<file path="src/rtl/regbank_wr_arbiter.sv">
// Register-bank write-port owner: zero-fills NREG regs after reset, then round-robins A/B writebacks (REGBANK_R0_PROTECT_EN blocks r0 writes).
// Latency: accepted request appears on RgW/wrA/wrD one cycle later; zero-fill takes NREG cycles.
// Backpressure: ready is combinational from valid; requesters hold valid/addr/data until ready is seen.
module regbank_wr_arbiter #(
  parameter int NREG   = 32,
  parameter int ADDR_W = 5,
  parameter int DATA_W = 32
) (
  input  logic              clock,
  input  logic              rst,
  input  logic              a_valid,
  input  logic [ADDR_W-1:0] a_addr,
  input  logic [DATA_W-1:0] a_data,
  output logic              a_ready,
  input  logic              b_valid,
  input  logic [ADDR_W-1:0] b_addr,
  input  logic [DATA_W-1:0] b_data,
  output logic              b_ready,
  output logic              RgW,
  output logic [ADDR_W-1:0] wrA,
  output logic [DATA_W-1:0] wrD,
  output logic              busy
);

  typedef enum logic {CLEAR, RUN} state_t;

  localparam logic PRIO_A = 1'b0;
  localparam logic PRIO_B = 1'b1;

  state_t            state, state_nxt;
  logic [ADDR_W-1:0] clr_cnt;
  logic              prio;
  logic              clr_last;
  logic              a_acc, b_acc, any_acc;
  logic [ADDR_W-1:0] sel_addr;
  logic [DATA_W-1:0] sel_data;
  logic              grant_we;

  assign clr_last = (clr_cnt == ADDR_W'(NREG - 1));

  always_ff @(posedge clock or negedge rst) begin
    if (!rst) state <= CLEAR;
    else      state <= state_nxt;
  end

  always_comb begin
    state_nxt = state;
    case (state)
      CLEAR:   if (clr_last) state_nxt = RUN;
      RUN:     state_nxt = RUN;
      default: state_nxt = CLEAR;
    endcase
  end

  always_comb begin
    busy    = 1'b0;
    a_ready = 1'b0;
    b_ready = 1'b0;
    case (state)
      CLEAR: busy = 1'b1;
      RUN: begin
        a_ready = a_valid & (!b_valid | (prio == PRIO_A));
        b_ready = b_valid & (!a_valid | (prio == PRIO_B));
      end
      default: busy = 1'b1;
    endcase
  end

  assign a_acc    = a_valid & a_ready;
  assign b_acc    = b_valid & b_ready;
  assign any_acc  = a_acc | b_acc;
  assign sel_addr = a_acc ? a_addr : b_addr;
  assign sel_data = a_acc ? a_data : b_data;

`ifdef REGBANK_R0_PROTECT_EN
  // Handshake still completes for r0; only the bank write is suppressed.
  assign grant_we = any_acc & (sel_addr != '0);
`else
  assign grant_we = any_acc;
`endif

  always_ff @(posedge clock or negedge rst) begin
    if (!rst) begin
      clr_cnt <= '0;
      prio    <= PRIO_A;
      RgW     <= 1'b0;
      wrA     <= '0;
      wrD     <= '0;
    end else if (state == CLEAR) begin
      RgW     <= 1'b1;
      wrA     <= clr_cnt;
      wrD     <= '0;
      clr_cnt <= clr_cnt + 1'b1;
    end else begin
      RgW <= grant_we;
      if (any_acc) begin
        wrA <= sel_addr;
        wrD <= sel_data;
      end
      if (a_acc)      prio <= PRIO_B;
      else if (b_acc) prio <= PRIO_A;
    end
  end

endmodule

</file>
<file path="config.mk">
export PLATFORM = sky130hd
export DESIGN_NAME = regbank_wr_arbiter
export DESIGN_NICKNAME = d
export VERILOG_FILES = /design/src/rtl/regbank_wr_arbiter.sv
export SDC_FILE = /design/constraint.sdc
export NUM_CORES = 1
export LEC_CHECK = 0
export ABC_AREA = 1
export CAP_MARGIN = 25
export CORE_ASPECT_RATIO = 0.8
export CORE_MARGIN = 2
export CORE_UTILIZATION = 45
export DETAILED_ROUTE_END_ITERATION = 10
export GPL_TIMING_DRIVEN = 0
export PLACE_DENSITY = 0.86
export SLEW_MARGIN = 20
export SYNTH_ARGS = -nofsm -noshare
export SYNTH_HDL_FRONTEND = slang
export SYNTH_SLANG_ARGS = --single-unit
</file>
<file path="constraint.sdc">
create_clock -name clock -period 2.8 [get_ports clock]
set_input_delay 0.56 -clock clock [delete_from_list [all_inputs] [get_ports clock]]
set_output_delay 0.56 -clock clock [all_outputs]
set_load 0.02 [all_outputs]
</file>
; Word-level counts from Yosys, hierarchy flattened
; Index checks and enable logic that the tools add are counted.
[totals]
reg_bits = 45
inputBits = 78
out_inout_bits = 41
elab_cells = 36
[classes]
add_sub_neg = 1
n_eq_ne = 2
n_mux = 14
bitwise_logic = 9
reduce_logical = 4
[ops]
columns = operator, n
row1 = 32-bit 2-to-1 mux, 3
row2 = 5-bit 2-to-1 mux, 3
row3 = 1-bit 2-to-1 mux, 7
row4 = 5-bit by 1-bit adder with 5-bit output (second input constant), 1
row5 = 5-bit equality test (second input constant), 1
row6 = 1-bit AND, 4
row7 = 1-bit OR, 3
row8 = 1-bit logical NOT, 2
row9 = 2-bit by 1-bit != test with 1-bit output (second input constant), 1
row10 = 1-bit inverter, 2
row11 = 1-bit case mux with 2 select lines, 1
row12 = 2-bit AND reduction, 1
row13 = 2-bit nonzero test, 1

; Depth between registers and ports, before layout
[depth]
depth_word = 8
mapped_depth = 8
ltp_nobuf = 6

; Worst setup path after synthesis
; Ideal clock, no wire load.
[synth_timing]
path_type = register to output
start = register state
end = output port b_ready
t_arrival_ps = 1320
required_time_ps = 2240
slack_ps = 920
stages_incl_launch_ff = 3
n_path_buf = 0
cell_sequence = dfrtp_1 -> clkinv_1 -> a211oi_1
[synth_between]
elab_chain_len = 1
[synth_lines]
columns = item, line_no
row1 = from (decl), 30  ; state_t state, state_nxt;
row2 = from (signal assigned), 43  ; else state <= state_nxt;
row3 = 1-bit 2-to-1 mux, 59  ; case (state)
row4 = to (decl), 18  ; output logic b_ready,
; No other way between the ends.

; Worst setup path in the final report
[layout_timing]
start = input port a_valid
end = output port a_ready
[layout_between]
elab_chain_len = 2
[layout_lines]
columns = item, line_no
row1 = from (decl), 11  ; input logic a_valid,
row2 = 1-bit AND, 62  ; a_ready = a_valid & (!b_valid | (prio == PRIO_A));
row3 = 1-bit 2-to-1 mux, 59
row4 = to (decl), 14  ; output logic a_ready,
; No other way between the ends.

==> flow_metrics.env <==
export IMPL_cts_resized=1
export IMPL_dp_hpwl_um=5680
export IMPL_yosysTopAreaCellShare_pct=43.5
export IMPL_clk_pin_slew_worst_paths_ns=0.09
export IMPL_worst_path_max_fanout=10
export IMPL_final_min_clock_period_ns=2.62
export IMPL_yosys_area_top_type="dfrtp_1"
export IMPL_postRouteAntennaNets=0
export IMPL_ys_types=19
export IMPL_startpoint_type="input pin"
export IMPL_floorplan_initialDensity_pct=47.1
export IMPL_layout_nets=584
export IMPL_final_core_util_pct=72.2
export IMPL_synthCells=378
export IMPL_gr_total_overflow=0
export IMPL_antenna_found_initial=0
export IMPL_leakage_nw=2.11
export IMPL_drt_iter0_markers=142
export IMPL_outcome="completed"
export IMPL_core_um2=5500
export IMPL_power_frac_seq_pct=44.5
export IMPL_slew_viol_final=0
export IMPL_synth_area_top_cells="dfrtp_1 (44%), nand3_1 (21%), inv_1 (13%)"
export IMPL_skew_ns=0.00789
export IMPL_synth_avg_cell_area_um2=6.84
export IMPL_peakVddDrop_uv=241
export IMPL_min_path_type="in2async"
export IMPL_yosysSeqAreaShare_pct=43.5
export IMPL_tightest_slew_ns=0.621
export IMPL_setup_viol=0
export IMPL_h_tree_depth=2
export IMPL_clkPwrFrac_pct=22.9
export IMPL_ys_flop_type="dfrtp_1"
export IMPL_die_area_um2=6370
export IMPL_grt_pass1_wl_um=12100
export IMPL_yosysMostFrequentCell="nand3_1"
export IMPL_cap_violations=0
export IMPL_layout_cells_non_filler=583
export IMPL_swShare_pct=30.9
export IMPL_power_share_combinational_pct=32.6
export IMPL_antennaDiodeCount=0
export IMPL_grt_max_degree=26
export IMPL_criticalPathCategory="in2out"
export IMPL_drive_gt1_share_pct=5.15
export IMPL_dp_cells=575
export IMPL_grt_pass1_vias=2671
export IMPL_viasPerCell=4.77
export IMPL_cts_setup_buffers=0
export IMPL_min_period_over_period_pct=93.5
export IMPL_cp_required_ns=2.24
export IMPL_via_count=2778
export IMPL_insertion_delay_ns=0.29
export IMPL_die_w_um=88.8
export IMPL_synth_seq_cells=45
export IMPL_syn_num_nets=458
export IMPL_cts_hold_fix_buffers=0
export IMPL_numCtsBuffers=5
export IMPL_portBuffers=118
export IMPL_fmax_mhz=382
export IMPL_hold_viol_final=0
export IMPL_switchingPower_w=0.000520
export IMPL_cp_arrival_ns=2.06
export IMPL_cts_path_max_buffers=2
export IMPL_routed_wl_um=7380
export IMPL_syn_to_final_growth_pct=53.5
export IMPL_die_y_um=71.8
export IMPL_crit_path_start="a_valid"
export IMPL_clock_sinks=45
export IMPL_grt_setup_unrepaired="no"
export IMPL_pre_cts_ws_ns=-0.0952
export IMPL_first_pass_iters=4
export IMPL_setup_slack_ns=0.182
export IMPL_hold_worst_slack_ns=0.274
export IMPL_num_rows=24
export IMPL_p_per_area_nw_per_um2=425
export IMPL_grt_use_total_pct=24.0
export IMPL_io_pins=119
export IMPL_r2r_start="prio$_DFFE_PN0P_"
export IMPL_drcViolationCount=0
export IMPL_slew_headroom_pct=58.6
export IMPL_wire_per_inst_um=12.7
export IMPL_cts_root_buf="clkbuf_8"
export IMPL_async_flop_share_pct=100
export IMPL_cts_tree="done"
export IMPL_place_gp_congestion=0.768
export IMPL_internal_power_w=0.00117
export IMPL_yosys_warnings=0
export IMPL_endpoint_kind="output pin"
export IMPL_synth_edf_count=0
export IMPL_synthTopCellsByCount="nand3_1 (107), inv_1 (88), nand2_1 (83)"
export IMPL_syn_cell_area_um2=2590
-- area by class of cell --
class | instances | area, µm²
Clock inverter | 2 | 10.0
Sequential cell | 45 | 1130
Timing Repair Buffer | 119 | 1200
Tap cell | 78 | 97.6
Buffer | 23 | 119
Fill cell | 437 | 1530
Inverter | 91 | 342
Clock buffer | 6 | 72.6
Multi-Input combinational cell | 219 | 1000
-- power groups by stage --
stage,clock (W),combinational (W),sequential (W)
after floorplan,0,0.000166,0.000840
after global placement,0,0.000537,0.000761
after detailed placement,0,0.000551,0.000762
after CTS,0.000389,0.000553,0.000751
after global routing,0.000418,0.000601,0.000759
final,0.000386,0.000549,0.000751
-- cell families (layout without fill, tap and decap cells) --
logic type | Yosys count | in the layout | share of synthesized area (%)
compound gates | 5 | 5 | 1.21
fa+ha+maj | 2 | 2 | 0.967
xor+xnor | 1 | 1 | 0.339
flops | 45 | 45 | 43.5
simple gates | 211 | 211 | 36.1
buf+inv | 114 | 241 | 17.8
-- per-stage QoR --
stage                     power (W)  cell area, µm²  TNS, ns
after detailed placement    0.00131            3890  -0.0952
final                       0.00169            3970        0
after floorplan             0.00101            2590        0
after CTS                   0.00169            3970        0
after global placement      0.00130            3860    -2.26
after global routing        0.00178            3970        0
-- per-layer routing --
layer	track usage, %	wire length, µm
met2	38.8	3560
met1	33.3	3310
met3	5.41	473
met5	0	0
met4	4.88	42
-- worst paths after layout --
path | end | slack (ns) | depth (start not counted)
max in group asynchronous | wrD[26]$_DFFE_PN0P_ | 2.00 | 2
hold / removal | RgW$_DFF_PN0_ | 0.27 | 1
hold reg to reg | wrD[18]$_DFFE_PN0P_ | 0.51 | 2
setup / recovery | a_ready | 0.18 | 8
min in group clock | wrD[18]$_DFFE_PN0P_ | 0.51 | 2
setup reg to reg | wrD[19]$_DFFE_PN0P_ | 1.34 | 6
-- state kept, by name, indices dropped and copies added (netlist names) --
name	count
RgW	1
clr_cnt	5
prio	1
state	1
wrA	5
wrD	32
-- cell usage in the layout, fill, tap and decap left out --
| cell | instances |
|---|---|
| xor2_1 | 1 |
| nand3b_1 | 1 |
| buf_2 | 9 |
| buf_16 | 1 |
| clkdlybuf4s50_1 | 116 |
| clkinv_2 | 2 |
| nand4_1 | 1 |
| ha_1 | 2 |
| buf_4 | 4 |
| nand2_1 | 83 |
| clkbuf_1 | 11 |
| o21ai_0 | 3 |
| dfrtp_1 | 45 |
| inv_1 | 88 |
| nand3_1 | 107 |
| nor2_1 | 18 |
| or2_2 | 1 |
| dlygate4sd2_1 | 1 |
| buf_6 | 1 |
| clkinv_1 | 1 |
| clkbuf_8 | 5 |
| o21ai_2 | 1 |
| inv_2 | 2 |
| a211oi_1 | 1 |
-- critical path: stages --
cell and delay (ns):
clkdlybuf4s50_1 0.53, nand2_1 0.09, inv_2 0.07, nand2_1 0.08
buf_2 0.20, buf_6 0.16, inv_1 0.05, dlygate4sd2_1 0.32
(Power assumes the default switching activity.)
